<file path="config.mk">
export PLATFORM = sky130hd
export DESIGN_NAME = fft_in_unpack
export DESIGN_NICKNAME = d
export VERILOG_FILES = /design/src/rtl/fft_in_unpack.sv
export SDC_FILE = /design/constraint.sdc
export NUM_CORES = 2
export LEC_CHECK = 0
export ABC_AREA = 1
export CAP_MARGIN = 10
export CORE_AREA = 5 5 415 417
export CTS_CLUSTER_DIAMETER = 150
export CTS_CLUSTER_SIZE = 10
export DETAILED_ROUTE_END_ITERATION = 16
export DIE_AREA = 0 0 420 422
export DONT_BUFFER_PORTS = 1
export PLACE_DENSITY = 0.54
export RECOVER_POWER = 50
export SYNTH_ARGS = -nofsm -noshare
export SYNTH_HDL_FRONTEND = slang
export SYNTH_SLANG_ARGS = --single-unit
export TNS_END_PERCENT = 5
</file>
<file path="constraint.sdc">
create_clock -name clk -period 2.1 [get_ports clk]
set_input_delay 0.42 -clock clk [delete_from_list [all_inputs] [get_ports clk]]
set_output_delay 0.42 -clock clk [all_outputs]
set_load 0.02 [all_outputs]
</file>
<file path="src/rtl/fft_in_unpack.sv">
// Snapshots a 1024-bit SPI frame on a chip-select falling edge, streams it into
// the FFT input RAM most significant word first, then starts the FFT and waits for done.
module fft_in_unpack #(
  parameter int WORD_W  = 32,
  parameter int N_WORDS = 32,
  parameter int ADDR_W  = $clog2(N_WORDS)
) (
  input  logic                      clk,
  input  logic                      reset,
  input  logic                      cs,
  input  logic [WORD_W*N_WORDS-1:0] spi_buf,
  input  logic                      fft_done,
  output logic [WORD_W-1:0]         fft_wdata,
  output logic [ADDR_W-1:0]         fft_waddr,
  output logic                      fft_we,
  output logic                      fft_start,
  output logic                      busy,
  output logic                      overrun
);

  localparam int BUF_W = WORD_W * N_WORDS;
  localparam logic [ADDR_W-1:0] LAST_ADDR = ADDR_W'(N_WORDS - 1);

  typedef enum logic [1:0] {
    IDLE  = 2'd0,
    LOAD  = 2'd1,
    START = 2'd2,
    WAIT  = 2'd3
  } state_t;

  state_t             state_r, state_s;
  logic [ADDR_W-1:0]  cnt_r, cnt_s;
  logic [BUF_W-1:0]   snap_r, snap_s;
  logic               sync1_r, sync2_r, sync3_r;
  logic               done_q_r;
  logic               cs_fall_s;
  logic               done_rise_s;
  logic               we_s;
  logic [ADDR_W-1:0]  waddr_s;
  logic [WORD_W-1:0]  wdata_s;
  logic               start_s;
  logic               busy_s;

  assign cs_fall_s   = ~sync2_r & sync3_r;
  assign done_rise_s = fft_done & ~done_q_r;

  // Next state, counter, snapshot and the output values they imply.
  always_comb begin
    state_s = state_r;
    cnt_s   = cnt_r;
    snap_s  = snap_r;
    case (state_r)
      IDLE: begin
        if (cs_fall_s) begin
          state_s = LOAD;
          cnt_s   = {ADDR_W{1'b0}};
          snap_s  = spi_buf;
        end else begin
          state_s = IDLE;
        end
      end
      LOAD: begin
        if (cnt_r == LAST_ADDR) begin
          state_s = START;
        end else begin
          cnt_s  = cnt_r + ADDR_W'(1);
          snap_s = {snap_r[BUF_W-WORD_W-1:0], {WORD_W{1'b0}}};
        end
      end
      START: begin
        state_s = WAIT;
      end
      WAIT: begin
        if (done_rise_s) begin
          state_s = IDLE;
        end else begin
          state_s = WAIT;
        end
      end
      default: begin
        state_s = IDLE;
      end
    endcase

    // Outputs are registered from the next state so they line up with it.
    we_s    = (state_s == LOAD);
    start_s = (state_s == START);
    busy_s  = (state_s != IDLE);
    if (we_s) begin
      waddr_s = cnt_s;
      wdata_s = snap_s[BUF_W-1 -: WORD_W];
    end else begin
      waddr_s = {ADDR_W{1'b0}};
      wdata_s = {WORD_W{1'b0}};
    end
  end

  // State, datapath, synchronizer and registered outputs.
  always_ff @(posedge clk) begin
    if (!reset) begin
      state_r   <= IDLE;
      cnt_r     <= {ADDR_W{1'b0}};
      snap_r    <= {BUF_W{1'b0}};
      sync1_r   <= 1'b0;
      sync2_r   <= 1'b0;
      sync3_r   <= 1'b0;
      done_q_r  <= 1'b0;
      fft_we    <= 1'b0;
      fft_waddr <= {ADDR_W{1'b0}};
      fft_wdata <= {WORD_W{1'b0}};
      fft_start <= 1'b0;
      busy      <= 1'b0;
      overrun   <= 1'b0;
    end else begin
      state_r   <= state_s;
      cnt_r     <= cnt_s;
      snap_r    <= snap_s;
      sync1_r   <= cs;
      sync2_r   <= sync1_r;
      sync3_r   <= sync2_r;
      done_q_r  <= fft_done;
      fft_we    <= we_s;
      fft_waddr <= waddr_s;
      fft_wdata <= wdata_s;
      fft_start <= start_s;
      busy      <= busy_s;
      if (cs_fall_s && (state_r != IDLE)) begin
        overrun <= 1'b1;
      end else begin
        overrun <= overrun;
      end
    end
  end

endmodule

</file>
==> results by group <==
Clock tree
  – Clk Latency, worst-skew pair: 0.78 ns
  – Worst-path clk slew: roughly 0.06 ns
  – # clock sinks: 1,076
  – CTS root buffer: clkbuf_16
  – CTS tree: yes
  – Inserted Clock Buffers: 119
  – Maximum root-to-sink buffer count: 3
  – CTS H-tree lvls: 3

Floorplanning
  – Row cnt: 151
  – Die area: 0.1772 mm2
  – Die span in x: between 400 and 500 um
  – Die height: 422 um
  – Ports: 1,069
  – Core area: 0.1683 mm2
  – Initial Util: 30.84%

Yosys
  – Seq cells post-synth: 1,076
  – Yosys Warn Count: 0
  – Post-Syn Nets: 8,938
  – Main synth FF type: dfxtp_1
  – Most frequent cells after synthesis: nand2_1, nand3_1, dfxtp_1
  – Share of the synthesized area in the top cell type: 41.50%
  – Mapped Area: 0.05191 mm2
  – Sequential share of the synthesized area: 41.50%
  – Most common cell in the netlist: nand2_1
  – Post-synthesis async set-or-reset flop share: 0%
  – Post-Syn Instances: 7,909
  – Synth area leaders: dfxtp_1, nand3_1, nand2_1
  – Post-synth top area cell: dfxtp_1
  – Post-synth EDFFs: 0
  – Synth unique cells: 21
  – Syn_area_per_cell: 6.563 um2

Global route
  – Grt ovf: 0
  – Initial antenna violation count: 63
  – Largest net degree at the start of global routing: 214
  – First-pass GRT wire length: 320,400 um
  – Number of global-route vias before repair: around 54,000
  – GRT Overall Usage: 23.13%

Pwr
  – Internal power: 32.92 mW
  – Logic gate share of total power: 9.7%
  – Sw Share: 25.54%
  – Worst vdd ir: 0.0006468 V
  – Sw Pwr: roughly 11 mW
  – Seq pwr share: 47.8%
  – Clock network power share: a little over two fifths
  – Static Leak: 27.21 nW
  – Pwr/cell area: 645.5 mW/mm2

Setup path
  – CP endpoint kind: register
  – R2R depth: 9
  – Worst-path fanout max: 73
  – Worst stage delay on the critical path: 0.34 ns
  – Buf+Inv Stages, Crit Path: 4
  – Crit path cell chain: ha_2, nand4_1, buf_4, buf_12, buf_12, nand3_1, nand2_1, inv_1, a21oi_1
  – Crit start category: register
  – Slowest cell on crit path: dfxtp_2
  – Reg2reg start: cnt_r[0]$_SDFF_PN0_
  – R2R Path End: snap_r[426]$_SDFFE_PN0P_
  – Setup CP Type: reg -> reg
  – Crit path max-delay family: buffers and inverters
  – R2R setup slack: 0.08 ns
  – CP required: 2.79 ns
  – CP arrival: between 2 and 3 ns
  – CP most frequent cell: buf_12

Run
  – Max_cap viols: 0

Placed design
  – RD Place Congestion: 0.8981
  – Placed wire-length estimate: 151,500 um
  – Number of port buffers: 0
  – Number of cells after detailed placement: 9,677

STA
  – Worst-margin pin slew: about 0.92 ns
  – Clock skew: ~0.044 ns
  – Setup violators final: 0
  – Slew HR: 38.43%
  – Fin crit share: 96.41%
  – Hold Vio Cnt, Final: 0
  – Max Fclk: slightly below 500 MHz
  – Tmin final: 2.025 ns
  – RSZ-0062 raised after global routing: true
  – Final count of pins violating max slew: 0

Finish
  – Area Overhead vs Synth: 31.96%
  – Final core utilization: approximately two fifths
  – Share of cells above drive strength 1: 4.572%
  – # fillers: 17,250
  – Non-filler cells, final: 10,920
  – Layout Nets: between 9,000 and 10,000

Drt
  – Vias: 56,660
  – Vias per inst: 5.187
  – Total wire length: 222,500 um
  – Post-DRT Antenna Nets: 0
  – Drt first pass iters: 6
  – Residual DRC count: 0
  – DRT iter0 DRCs: 5,525
  – Avg WL per Cell: 20.37 um

Worst hold path
  – Worst hold path type: in -> reg
  – Hold EP: snap_r[506]$_SDFFE_PN0P_
  – Min-delay src: spi_buf[506]
  – Hold Path Cell Cnt: 4

Status
  – Status: finished clean
## metrics by stage
step,area (um2),hold slack [ns],total power [mW],worst slack (ns),TNS [ns]
4_1_cts,67830,0.003574,44.55,-0.0002107,-0.0002107
3_3_place_gp,54360,0.4322,24.00,0.06141,0
3_5_place_dp,54360,0.4225,24.04,-0.03440,-0.04335
2_1_floorplan,51910,0.3905,23.19,0.5654,0
6_report,68500,0.07378,44.22,0.07537,0
5_1_grt,68470,0.06191,45.79,-0.004621,-0.01193
## cell families after synthesis
logic type      Yosys count  synth area share (%)
simple gates           4080                 34.42
buf+inv                1690                 13.82
flops                  1076                 41.50
compound gates         1062                 10.24
fa+ha+maj                 1               0.02410
## flip-flops by register name, summed over array words and instances (netlist names)
| name | flops |
|---|---|
| fft_waddr | 5 |
| cnt_r | 5 |
| sync1_r | 1 |
| sync2_r | 1 |
| overrun | 1 |
| snap_r | 1024 |
| state_r | 2 |
| done_q_r | 1 |
| sync3_r | 1 |
| fft_wdata | 32 |
| fft_we | 1 |
| busy | 1 |
| fft_start | 1 |
## per-layer routing
metal	global-route usage, %	wire, um	vias to the layer above
li1	-	-	26830
met1	28.44	87640	26490
met2	38.74	106200	2709
met3	3.630	16150	620
met4	12.46	12470	8
met5	0	36	-
## area by class of cell
class	count	area [um2]	area share, %
well taps	2218	2775	4.052
flip-flops and latches	1076	21540	31.45
multi-input cells	5143	23220	33.89
clock inverters	11	163.9	0.2393
inverters	1011	3817	5.573
diodes	65	162.7	0.2375
clock buffers	119	2978	4.347
repair buffers	1280	13840	20.21
## layout by cell type (no fill, tap or decap), types with 3 or more instances in the layout
master	synthesis	routed
buf_4	36	119
a21oi_1	1060	1060
buf_6	13	10
dlygate4sd3_1	0	1027
clkbuf_16	0	130
buf_16	0	14
inv_2	5	3
diode_2	0	65
nand2_1	2040	2037
clkbuf_2	0	4
nor2_1	10	10
dfxtp_1	1076	1075
inv_8	0	3
nand3_1	2025	2025
inv_6	0	3
buf_12	0	92
inv_16	0	3
inv_1	1005	1005
## power groups by stage
| stage | registers [mW] | logic (mW) | clock network [mW] |
|---|---|---|---|
| after floorplan | 21.5 | 1.72 | 0 |
| after global placement | 21.6 | 2.42 | 0 |
| after detailed placement | 21.6 | 2.45 | 0 |
| after CTS | 21.1 | 4.17 | 19.2 |
| after global routing | 21.2 | 4.60 | 20.0 |
| final | 21.1 | 4.29 | 18.8 |
## worst min-delay path: cells and delay by family
kind | cells | cell delay (ns)
buffers and inverters | 1 | 0.05
AND/OR/NAND/NOR | 2 | 0.24
AO/OA/AOI/OAI | 1 | 0.06
## timing repair
item                                    4_1_cts  5_1_grt
resized for setup                             4       30
cloned                                        1       11
hold endpoints to repair                   1068        0
endpoints found under the setup margin       11      739
setup buffers                                 0       12
pin swaps                                     0        2
hold buffers                               1027        0
## how the worst max path moves through the flow
| stage | startpoint | cells past startpoint | endpoint |
|---|---|---|---|
| finish | cnt_r[0]$_SDFF_PN0_ | 9 | snap_r[426]$_SDFFE_PN0P_ |
| detailed placement | cnt_r[0]$_SDFF_PN0_ | 8 | snap_r[1019]$_SDFF_PN0_ |
| global route | state_r[1]$_SDFF_PN0_ | 9 | snap_r[500]$_SDFFE_PN0P_ |
| global placement | cnt_r[0]$_SDFF_PN0_ | 8 | snap_r[1002]$_SDFF_PN0_ |
| floorplan | reset | 6 | snap_r[605]$_SDFFE_PN0P_ |
| CTS | cnt_r[0]$_SDFF_PN0_ | 8 | snap_r[400]$_SDFFE_PN0P_ |
Note: power is estimated with default switching activity, not from simulation.
